### src/rtl/reg_rename_unit_if.sv
// Rename-stage bundle: decode request, registered rename result, commit and flush.
// master = decode/commit side driving requests, slave = the rename unit.
interface reg_rename_if #(
    parameter int ARCH_REGS = 32,
    parameter int PHYS_REGS = 64
);
    localparam int AW = $clog2(ARCH_REGS);
    localparam int PW = $clog2(PHYS_REGS);

    logic          i_valid;
    logic [AW-1:0] i_rs;
    logic [AW-1:0] i_rt;
    logic          i_uses_rw;
    logic [AW-1:0] i_rw;
    logic          i_hold;
    logic          o_ready;
    logic          o_valid;
    logic [PW-1:0] o_rs_phys;
    logic [PW-1:0] o_rt_phys;
    logic [PW-1:0] o_rw_phys;
    logic [PW-1:0] o_rw_old_phys;
    logic          i_commit_valid;
    logic [AW-1:0] i_commit_rw;
    logic [PW-1:0] i_commit_phys;
    logic [PW-1:0] i_commit_old_phys;
    logic          i_flush;

    modport master (
        output i_valid, i_rs, i_rt, i_uses_rw, i_rw, i_hold,
        output i_commit_valid, i_commit_rw, i_commit_phys, i_commit_old_phys, i_flush,
        input  o_ready, o_valid, o_rs_phys, o_rt_phys, o_rw_phys, o_rw_old_phys
    );

    modport slave (
        input  i_valid, i_rs, i_rt, i_uses_rw, i_rw, i_hold,
        input  i_commit_valid, i_commit_rw, i_commit_phys, i_commit_old_phys, i_flush,
        output o_ready, o_valid, o_rs_phys, o_rt_phys, o_rw_phys, o_rw_old_phys
    );
endinterface

### src/rtl/reg_rename_unit.sv
// Single-issue register rename unit: speculative map + bit-vector free list,
// with a committed copy of both so a mispredict flush recovers in one cycle.
// Optional: define RENAME_FREE_COUNT_EN to add o_free_count, a registered
// count of free physical registers.
module reg_rename_unit #(
    parameter int ARCH_REGS = 32,
    parameter int PHYS_REGS = 64
) (
    input  logic clk,
    input  logic rst,
    reg_rename_if.slave rif
`ifdef RENAME_FREE_COUNT_EN
    ,
    output logic [$clog2(PHYS_REGS):0] o_free_count
`endif
);
    localparam int AW = $clog2(ARCH_REGS);
    localparam int PW = $clog2(PHYS_REGS);

    // Arch regs start identity-mapped, so their phys slots start busy.
    localparam logic [PHYS_REGS-1:0] IN_USE_RST =
        {{(PHYS_REGS-ARCH_REGS){1'b0}}, {ARCH_REGS{1'b1}}};

    logic [ARCH_REGS-1:0][PW-1:0] spec_map, spec_map_nxt;
    logic [ARCH_REGS-1:0][PW-1:0] committed_map, committed_map_nxt;
    logic [PHYS_REGS-1:0]         in_use, in_use_nxt;
    logic [PHYS_REGS-1:0]         committed_in_use, committed_in_use_nxt;

    logic          alloc_needed;
    logic          any_free;
    logic [PW-1:0] free_idx;
    logic          accept;
    logic          do_alloc;
    logic          do_release;

    // Arch reg 0 is pinned to phys 0: never renamed, never freed.
    assign alloc_needed = rif.i_uses_rw & (rif.i_rw != '0);
    assign any_free     = ~&in_use;
    assign rif.o_ready  = ~rst & ~rif.i_hold & ~rif.i_flush & (~alloc_needed | any_free);
    assign accept       = rif.i_valid & rif.o_ready;
    assign do_alloc     = accept & alloc_needed;
    assign do_release   = rif.i_commit_valid & (rif.i_commit_old_phys != '0);

    // Lowest-index free physical register, from the pre-edge free list.
    always_comb begin
        free_idx = '0;
        for (int i = PHYS_REGS - 1; i >= 0; i--) begin
            if (!in_use[i]) free_idx = PW'(i);
        end
    end

    // Committed state after this cycle's commit; also the flush restore image.
    always_comb begin
        committed_map_nxt    = committed_map;
        committed_in_use_nxt = committed_in_use;
        if (rif.i_commit_valid) begin
            committed_map_nxt[rif.i_commit_rw]      = rif.i_commit_phys;
            committed_in_use_nxt[rif.i_commit_phys] = 1'b1;
        end
        if (do_release) committed_in_use_nxt[rif.i_commit_old_phys] = 1'b0;
    end

    // Speculative state after this cycle's rename and release.
    // The allocated bit and the released bit never coincide.
    always_comb begin
        spec_map_nxt = spec_map;
        in_use_nxt   = in_use;
        if (do_alloc) begin
            spec_map_nxt[rif.i_rw] = free_idx;
            in_use_nxt[free_idx]   = 1'b1;
        end
        if (do_release) in_use_nxt[rif.i_commit_old_phys] = 1'b0;
    end

    // Map and free-list registers; flush overrides rename with committed image.
    always_ff @(posedge clk) begin
        if (rst) begin
            for (int i = 0; i < ARCH_REGS; i++) begin
                spec_map[i]      <= PW'(i);
                committed_map[i] <= PW'(i);
            end
            in_use           <= IN_USE_RST;
            committed_in_use <= IN_USE_RST;
        end else begin
            committed_map    <= committed_map_nxt;
            committed_in_use <= committed_in_use_nxt;
            if (rif.i_flush) begin
                spec_map <= committed_map_nxt;
                in_use   <= committed_in_use_nxt;
            end else begin
                spec_map <= spec_map_nxt;
                in_use   <= in_use_nxt;
            end
        end
    end

    // Output register: lookups use the pre-update map so rs == rw sees old phys.
    always_ff @(posedge clk) begin
        if (rst) begin
            rif.o_valid       <= 1'b0;
            rif.o_rs_phys     <= '0;
            rif.o_rt_phys     <= '0;
            rif.o_rw_phys     <= '0;
            rif.o_rw_old_phys <= '0;
        end else if (rif.i_flush) begin
            rif.o_valid <= 1'b0;
        end else if (!rif.i_hold) begin
            if (accept) begin
                rif.o_valid       <= 1'b1;
                rif.o_rs_phys     <= spec_map[rif.i_rs];
                rif.o_rt_phys     <= spec_map[rif.i_rt];
                rif.o_rw_phys     <= alloc_needed ? free_idx : '0;
                rif.o_rw_old_phys <= alloc_needed ? spec_map[rif.i_rw] : '0;
            end else begin
                rif.o_valid <= 1'b0;
            end
        end
    end

`ifdef RENAME_FREE_COUNT_EN
    logic [PW:0] free_restore;

    // Free count implied by the post-commit committed free list.
    always_comb begin
        free_restore = '0;
        for (int i = 0; i < PHYS_REGS; i++) begin
            if (!committed_in_use_nxt[i]) free_restore = free_restore + (PW+1)'(1);
        end
    end

    // Incremental free count, reloaded from the committed image on flush.
    always_ff @(posedge clk) begin
        if (rst)
            o_free_count <= (PW+1)'(PHYS_REGS - ARCH_REGS);
        else if (rif.i_flush)
            o_free_count <= free_restore;
        else
            o_free_count <= o_free_count + (PW+1)'(do_release) - (PW+1)'(do_alloc);
    end
`endif

endmodule

### src/flat_wrapper.sv
// flat-port wrapper written by rule: the top's interface ports become plain ports
module reg_rename_unit_flat 
#(
    parameter int ARCH_REGS = 32,
    parameter int PHYS_REGS = 64
)
  (clk, rst, rif_i_valid, rif_i_rs, rif_i_rt, rif_i_uses_rw, rif_i_rw, rif_i_hold, rif_i_commit_valid, rif_i_commit_rw, rif_i_commit_phys, rif_i_commit_old_phys, rif_i_flush, rif_o_ready, rif_o_valid, rif_o_rs_phys, rif_o_rt_phys, rif_o_rw_phys, rif_o_rw_old_phys);
  reg_rename_if #(.ARCH_REGS(ARCH_REGS), .PHYS_REGS(PHYS_REGS)) rif_i ();
  input  logic clk;
  input  logic rst;
  input wire logic [$bits(rif_i.i_valid)-1:0] rif_i_valid;
  input wire logic [$bits(rif_i.i_rs)-1:0] rif_i_rs;
  input wire logic [$bits(rif_i.i_rt)-1:0] rif_i_rt;
  input wire logic [$bits(rif_i.i_uses_rw)-1:0] rif_i_uses_rw;
  input wire logic [$bits(rif_i.i_rw)-1:0] rif_i_rw;
  input wire logic [$bits(rif_i.i_hold)-1:0] rif_i_hold;
  input wire logic [$bits(rif_i.i_commit_valid)-1:0] rif_i_commit_valid;
  input wire logic [$bits(rif_i.i_commit_rw)-1:0] rif_i_commit_rw;
  input wire logic [$bits(rif_i.i_commit_phys)-1:0] rif_i_commit_phys;
  input wire logic [$bits(rif_i.i_commit_old_phys)-1:0] rif_i_commit_old_phys;
  input wire logic [$bits(rif_i.i_flush)-1:0] rif_i_flush;
  output wire logic [$bits(rif_i.o_ready)-1:0] rif_o_ready;
  output wire logic [$bits(rif_i.o_valid)-1:0] rif_o_valid;
  output wire logic [$bits(rif_i.o_rs_phys)-1:0] rif_o_rs_phys;
  output wire logic [$bits(rif_i.o_rt_phys)-1:0] rif_o_rt_phys;
  output wire logic [$bits(rif_i.o_rw_phys)-1:0] rif_o_rw_phys;
  output wire logic [$bits(rif_i.o_rw_old_phys)-1:0] rif_o_rw_old_phys;
  assign rif_i.i_valid = rif_i_valid;
  assign rif_i.i_rs = rif_i_rs;
  assign rif_i.i_rt = rif_i_rt;
  assign rif_i.i_uses_rw = rif_i_uses_rw;
  assign rif_i.i_rw = rif_i_rw;
  assign rif_i.i_hold = rif_i_hold;
  assign rif_i.i_commit_valid = rif_i_commit_valid;
  assign rif_i.i_commit_rw = rif_i_commit_rw;
  assign rif_i.i_commit_phys = rif_i_commit_phys;
  assign rif_i.i_commit_old_phys = rif_i_commit_old_phys;
  assign rif_i.i_flush = rif_i_flush;
  assign rif_o_ready = rif_i.o_ready;
  assign rif_o_valid = rif_i.o_valid;
  assign rif_o_rs_phys = rif_i.o_rs_phys;
  assign rif_o_rt_phys = rif_i.o_rt_phys;
  assign rif_o_rw_phys = rif_i.o_rw_phys;
  assign rif_o_rw_old_phys = rif_i.o_rw_old_phys;
  reg_rename_unit #(.ARCH_REGS(ARCH_REGS), .PHYS_REGS(PHYS_REGS)) u_core (.clk(clk), .rst(rst), .rif(rif_i));
endmodule
### config.mk
export PLATFORM = sky130hd
export DESIGN_NAME = reg_rename_unit_flat
export DESIGN_NICKNAME = d
export VERILOG_FILES = /design/src/rtl/reg_rename_unit_if.sv /design/src/rtl/reg_rename_unit.sv /design/src/flat_wrapper.sv
export SDC_FILE = /design/constraint.sdc
export NUM_CORES = 1
export LEC_CHECK = 0
export CELL_PAD_IN_SITES_DETAIL_PLACEMENT = 0
export CELL_PAD_IN_SITES_GLOBAL_PLACEMENT = 2
export CORE_AREA = 2 2 275 277
export DETAILED_ROUTE_END_ITERATION = 10
export DIE_AREA = 0 0 277 279
export PLACE_DENSITY_LB_ADDON = 0.1
export SKIP_LAST_GASP = 1
export SLEW_MARGIN = 20
export SYNTH_ARGS = -nofsm -noshare
export SYNTH_HDL_FRONTEND = slang
export SYNTH_SLANG_ARGS = --single-unit
### constraint.sdc
create_clock -name clk -period 2.93 [get_ports clk]
set_clock_uncertainty 0.05 [all_clocks]
set_input_delay 0.7325 -clock clk [delete_from_list [all_inputs] [get_ports clk]]
set_output_delay 0.7325 -clock clk [all_outputs]
set_load 0.05 [all_outputs]
==> flow_metrics.env <==
export IMPL_vias_per_cell=6.09
export IMPL_io_pins=65
export IMPL_final_common_cell="dfxtp_1"
export IMPL_antenna_left=0
export IMPL_p_int_w=0.0136
export IMPL_cp_common_cell="nand4_1"
export IMPL_cp_data_required_time_ps=2150
export IMPL_ys_seq_area_share_pct=40.5
export IMPL_fin_area_sq_um=34200
export IMPL_place_hpwl_mm=87.1
export IMPL_power_leakage_nw=13.1
export IMPL_critPathKind="register to primary output"
export IMPL_overflow=0
export IMPL_synth_warnings=0
export IMPL_grt_max_degree=125
export IMPL_cts_tree="yes"
export IMPL_cpPeakStageDelay_ps=400
export IMPL_grt_pass1_vias=24601
export IMPL_routed_wl_met3_mm=9.79
export IMPL_max_cap_viol_count=0
export IMPL_cts_root_buffer="clkbuf_16"
export IMPL_layout_min_cycle_time_ps=3210
export IMPL_rsz0062_at_grt="yes"
export IMPL_post_route_period_util_pct=110
export IMPL_cts_hold_buffers=0
export IMPL_outcome="finished, violations left"
export IMPL_grt_pass1_wl_mm=175
export IMPL_synthArstFlopShare_pct=0
export IMPL_grtUsageTotal_pct=30.7
export IMPL_power_density_nw_per_um2=548
export IMPL_hold_viol=0
export IMPL_wl_mm=121
export IMPL_dp_slack_ps=-649
export IMPL_placed_area_sq_um=31600
export IMPL_synth_main_ff_cell="dfxtp_1"
export IMPL_rr_endpoint="u_core.in_use[29]"
export IMPL_mostFrequentLayoutCells="495 x dfxtp_1, 399 x buf_4, 348 x nor2_1"
export IMPL_synthesis_area_sq_um=26500
export IMPL_clk_path_buf_depth=3
export IMPL_num_rows=100
export IMPL_coreArea_sq_um=74100
export IMPL_dieArea_sq_um=77300
export IMPL_synth_edf_count=0
export IMPL_worstPathMaxFanout=5
export IMPL_routedWlPerCell_um=28.7
export IMPL_ys_ff_latch=537
export IMPL_r2r_slack_ps=-30
export IMPL_drive_gt1_share_pct=26.3
export IMPL_cts_htree_levels=3
export IMPL_clock_power_share_pct=45.3
export IMPL_cts_buffers=66
export IMPL_setup_slack_ps=-282
export IMPL_worst_ep_arrival_time_ps=2430
export IMPL_antenna_found_initial=4
export IMPL_slew_violations=0
export IMPL_violations="setup timing"
export IMPL_worstPathBufferInverterCount=1
export IMPL_die_x_um=277
export IMPL_synth_distinct_cells=75
export IMPL_drc=0
export IMPL_end_kind="primary output"
export IMPL_crit_slowest_cell="nor4_4"
export IMPL_rr_startpoint="u_core.in_use[3]"
export IMPL_start_util_pct=35.8
export IMPL_area_growth_pct=28.8
export IMPL_fmax_ghz=0.311
export IMPL_clk_latency_ps=620
export IMPL_power_frac_seq_pct=40.7
export IMPL_clock_sinks=537
export IMPL_route_met2_wl_mm=52.3
export IMPL_path_cells="nand4_1, nor4_4, nand4_1, nor2_2, nor3_4, buf_12"
export IMPL_wl_met1_mm=54.7
export IMPL_p_comb_share_pct=14.0
export IMPL_io_buffers=64
export IMPL_hp_class="register to register"
export IMPL_finalSetupViolations=4
export IMPL_crit_end="rif_o_ready"
export IMPL_syn_inst=2828
export IMPL_cp_start_kind="register"
export IMPL_r2r_cells=7
export IMPL_gp_congestion=0.961
export IMPL_tightest_slew_ps=1180
export IMPL_dr_first_iter_drc_count=2650
export IMPL_die_height_um=279
export IMPL_cp_top_family="simple AND/OR/NAND/NOR gates"
export IMPL_syn_area_per_cell_sq_um=9.39
export IMPL_vias=25649
export IMPL_postSynthNetCount=2867
export IMPL_cp_num_cells=6
export IMPL_nets=3230
export IMPL_switching_power_w=0.00512
export IMPL_switching_share_pct=27.3
export IMPL_slew_headroom_pct=21.2
export IMPL_top_layer="met5"
export IMPL_ir_drop_uv=475
export IMPL_clk_pin_slew_ps=60
export IMPL_drtPass1Iterations=6
export IMPL_cp_startpoint="u_core.in_use[44]"
[cells by family after synthesis]
| kind of cell | synth area share, % |
|---|---|
| AND/OR/NAND/NOR | 17.6 |
| AO/OA/AOI/OAI | 17.9 |
| flip-flops | 40.5 |
| multiplexers | 20.4 |
| buffers and inverters | 3.60 |
[worst min path at each step]
| stage | start | to | slack, ps | cells after the start |
|---|---|---|---|---|
| 6_report | u_core.committed_in_use[0] | u_core.committed_in_use[0] | 390 | 1 |
| 5_1_grt | u_core.committed_in_use[0] | u_core.committed_in_use[0] | 400 | 1 |
| 4_1_cts | u_core.committed_in_use[0] | u_core.committed_in_use[0] | 390 | 1 |
| 3_5_place_dp | u_core.committed_in_use[0] | u_core.committed_in_use[0] | 380 | 1 |
| 3_3_place_gp | u_core.committed_in_use[0] | u_core.committed_in_use[0] | 370 | 1 |
| 2_1_floorplan | u_core.committed_in_use[0] | u_core.committed_in_use[0] | 360 | 1 |
[state kept, by name (all words and copies together), names as in the netlist]
register	cells
u_core.committed_map	192
u_core.rif.o_rs_phys	6
u_core.rif.o_valid	1
u_core.spec_map	192
u_core.rif.o_rt_phys	6
u_core.rif.o_rw_old_phys	6
u_core.committed_in_use	64
u_core.rif.o_rw_phys	6
u_core.in_use	64
[cell type report]
cell class / count / area [sq um]
sequential: 537 / 10800
timing repair buffer: 526 / 4870
antenna: 1 / 2.50
clock buffer: 97 / 1930
multi-input combinational: 2049 / 15000
fill: 7037 / 39900
tap: 969 / 1210
inverter: 11 / 47.5
clock inverter: 20 / 292
[synth_stat cells (33+ instances only)]
cell / count / area, sq um
dfxtp_1: 537 / 10800
nor2_1: 353 / 1330
nand2_1: 293 / 1100
a21oi_1: 227 / 1140
clkbuf_1: 175 / 657
mux4_2: 168 / 3780
mux2i_1: 164 / 1640
o21ai_0: 128 / 641
nand3_1: 117 / 586
a22oi_1: 81 / 608
a221o_1: 67 / 671
nor3_1: 50 / 250
o31ai_1: 45 / 338
nand4_1: 42 / 263
buf_1: 34 / 128
nor3b_1: 33 / 248
[what timing repair did]
item / 4_1_cts / 5_1_grt
pin swaps: 20 / 16
cloned: 1 / 0
buffers inserted: 18 / 5
resized for setup: 43 / 36
setup endpoints to repair: 20 / 69
[per-stage QoR]
| stage | utilization [%] | hold WS [ps] | power [W] | instances | setup TNS, ps |
|---|---|---|---|---|---|
| floorplan | - | 360 | 0.00898 | 2828 | 0 |
| global placement | 42.6 | 374 | 0.0103 | 4066 | -70880 |
| detailed placement | 42.7 | 376 | 0.0103 | 4068 | -64480 |
| CTS | 46.0 | 388 | 0.0188 | 4204 | -236 |
| global route | 46.1 | 404 | 0.0193 | 4209 | -1060 |
| finish | 46.2 | 390 | 0.0187 | 4210 | -318 |
[power groups by stage]
| stage | combinational, W | clock [W] | sequential [W] |
|---|---|---|---|
| CTS | 0.00257 | 0.00862 | 0.00762 |
| global placement | 0.00250 | 0 | 0.00777 |
| finish | 0.00263 | 0.00848 | 0.00762 |
| detailed placement | 0.00251 | 0 | 0.00777 |
| floorplan | 0.00124 | 0 | 0.00774 |
| global route | 0.00274 | 0.00891 | 0.00763 |
[metal layers]
| metal | up-vias | GRT usage, % |
|---|---|---|
| li1 | 11339 | - |
| met1 | 12937 | 44.2 |
| met2 | 1156 | 47.0 |
| met3 | 211 | 5.66 |
| met4 | 6 | 8.88 |
| met5 | - | 0 |
No activity file was read; power rests on OpenSTA's default activity.
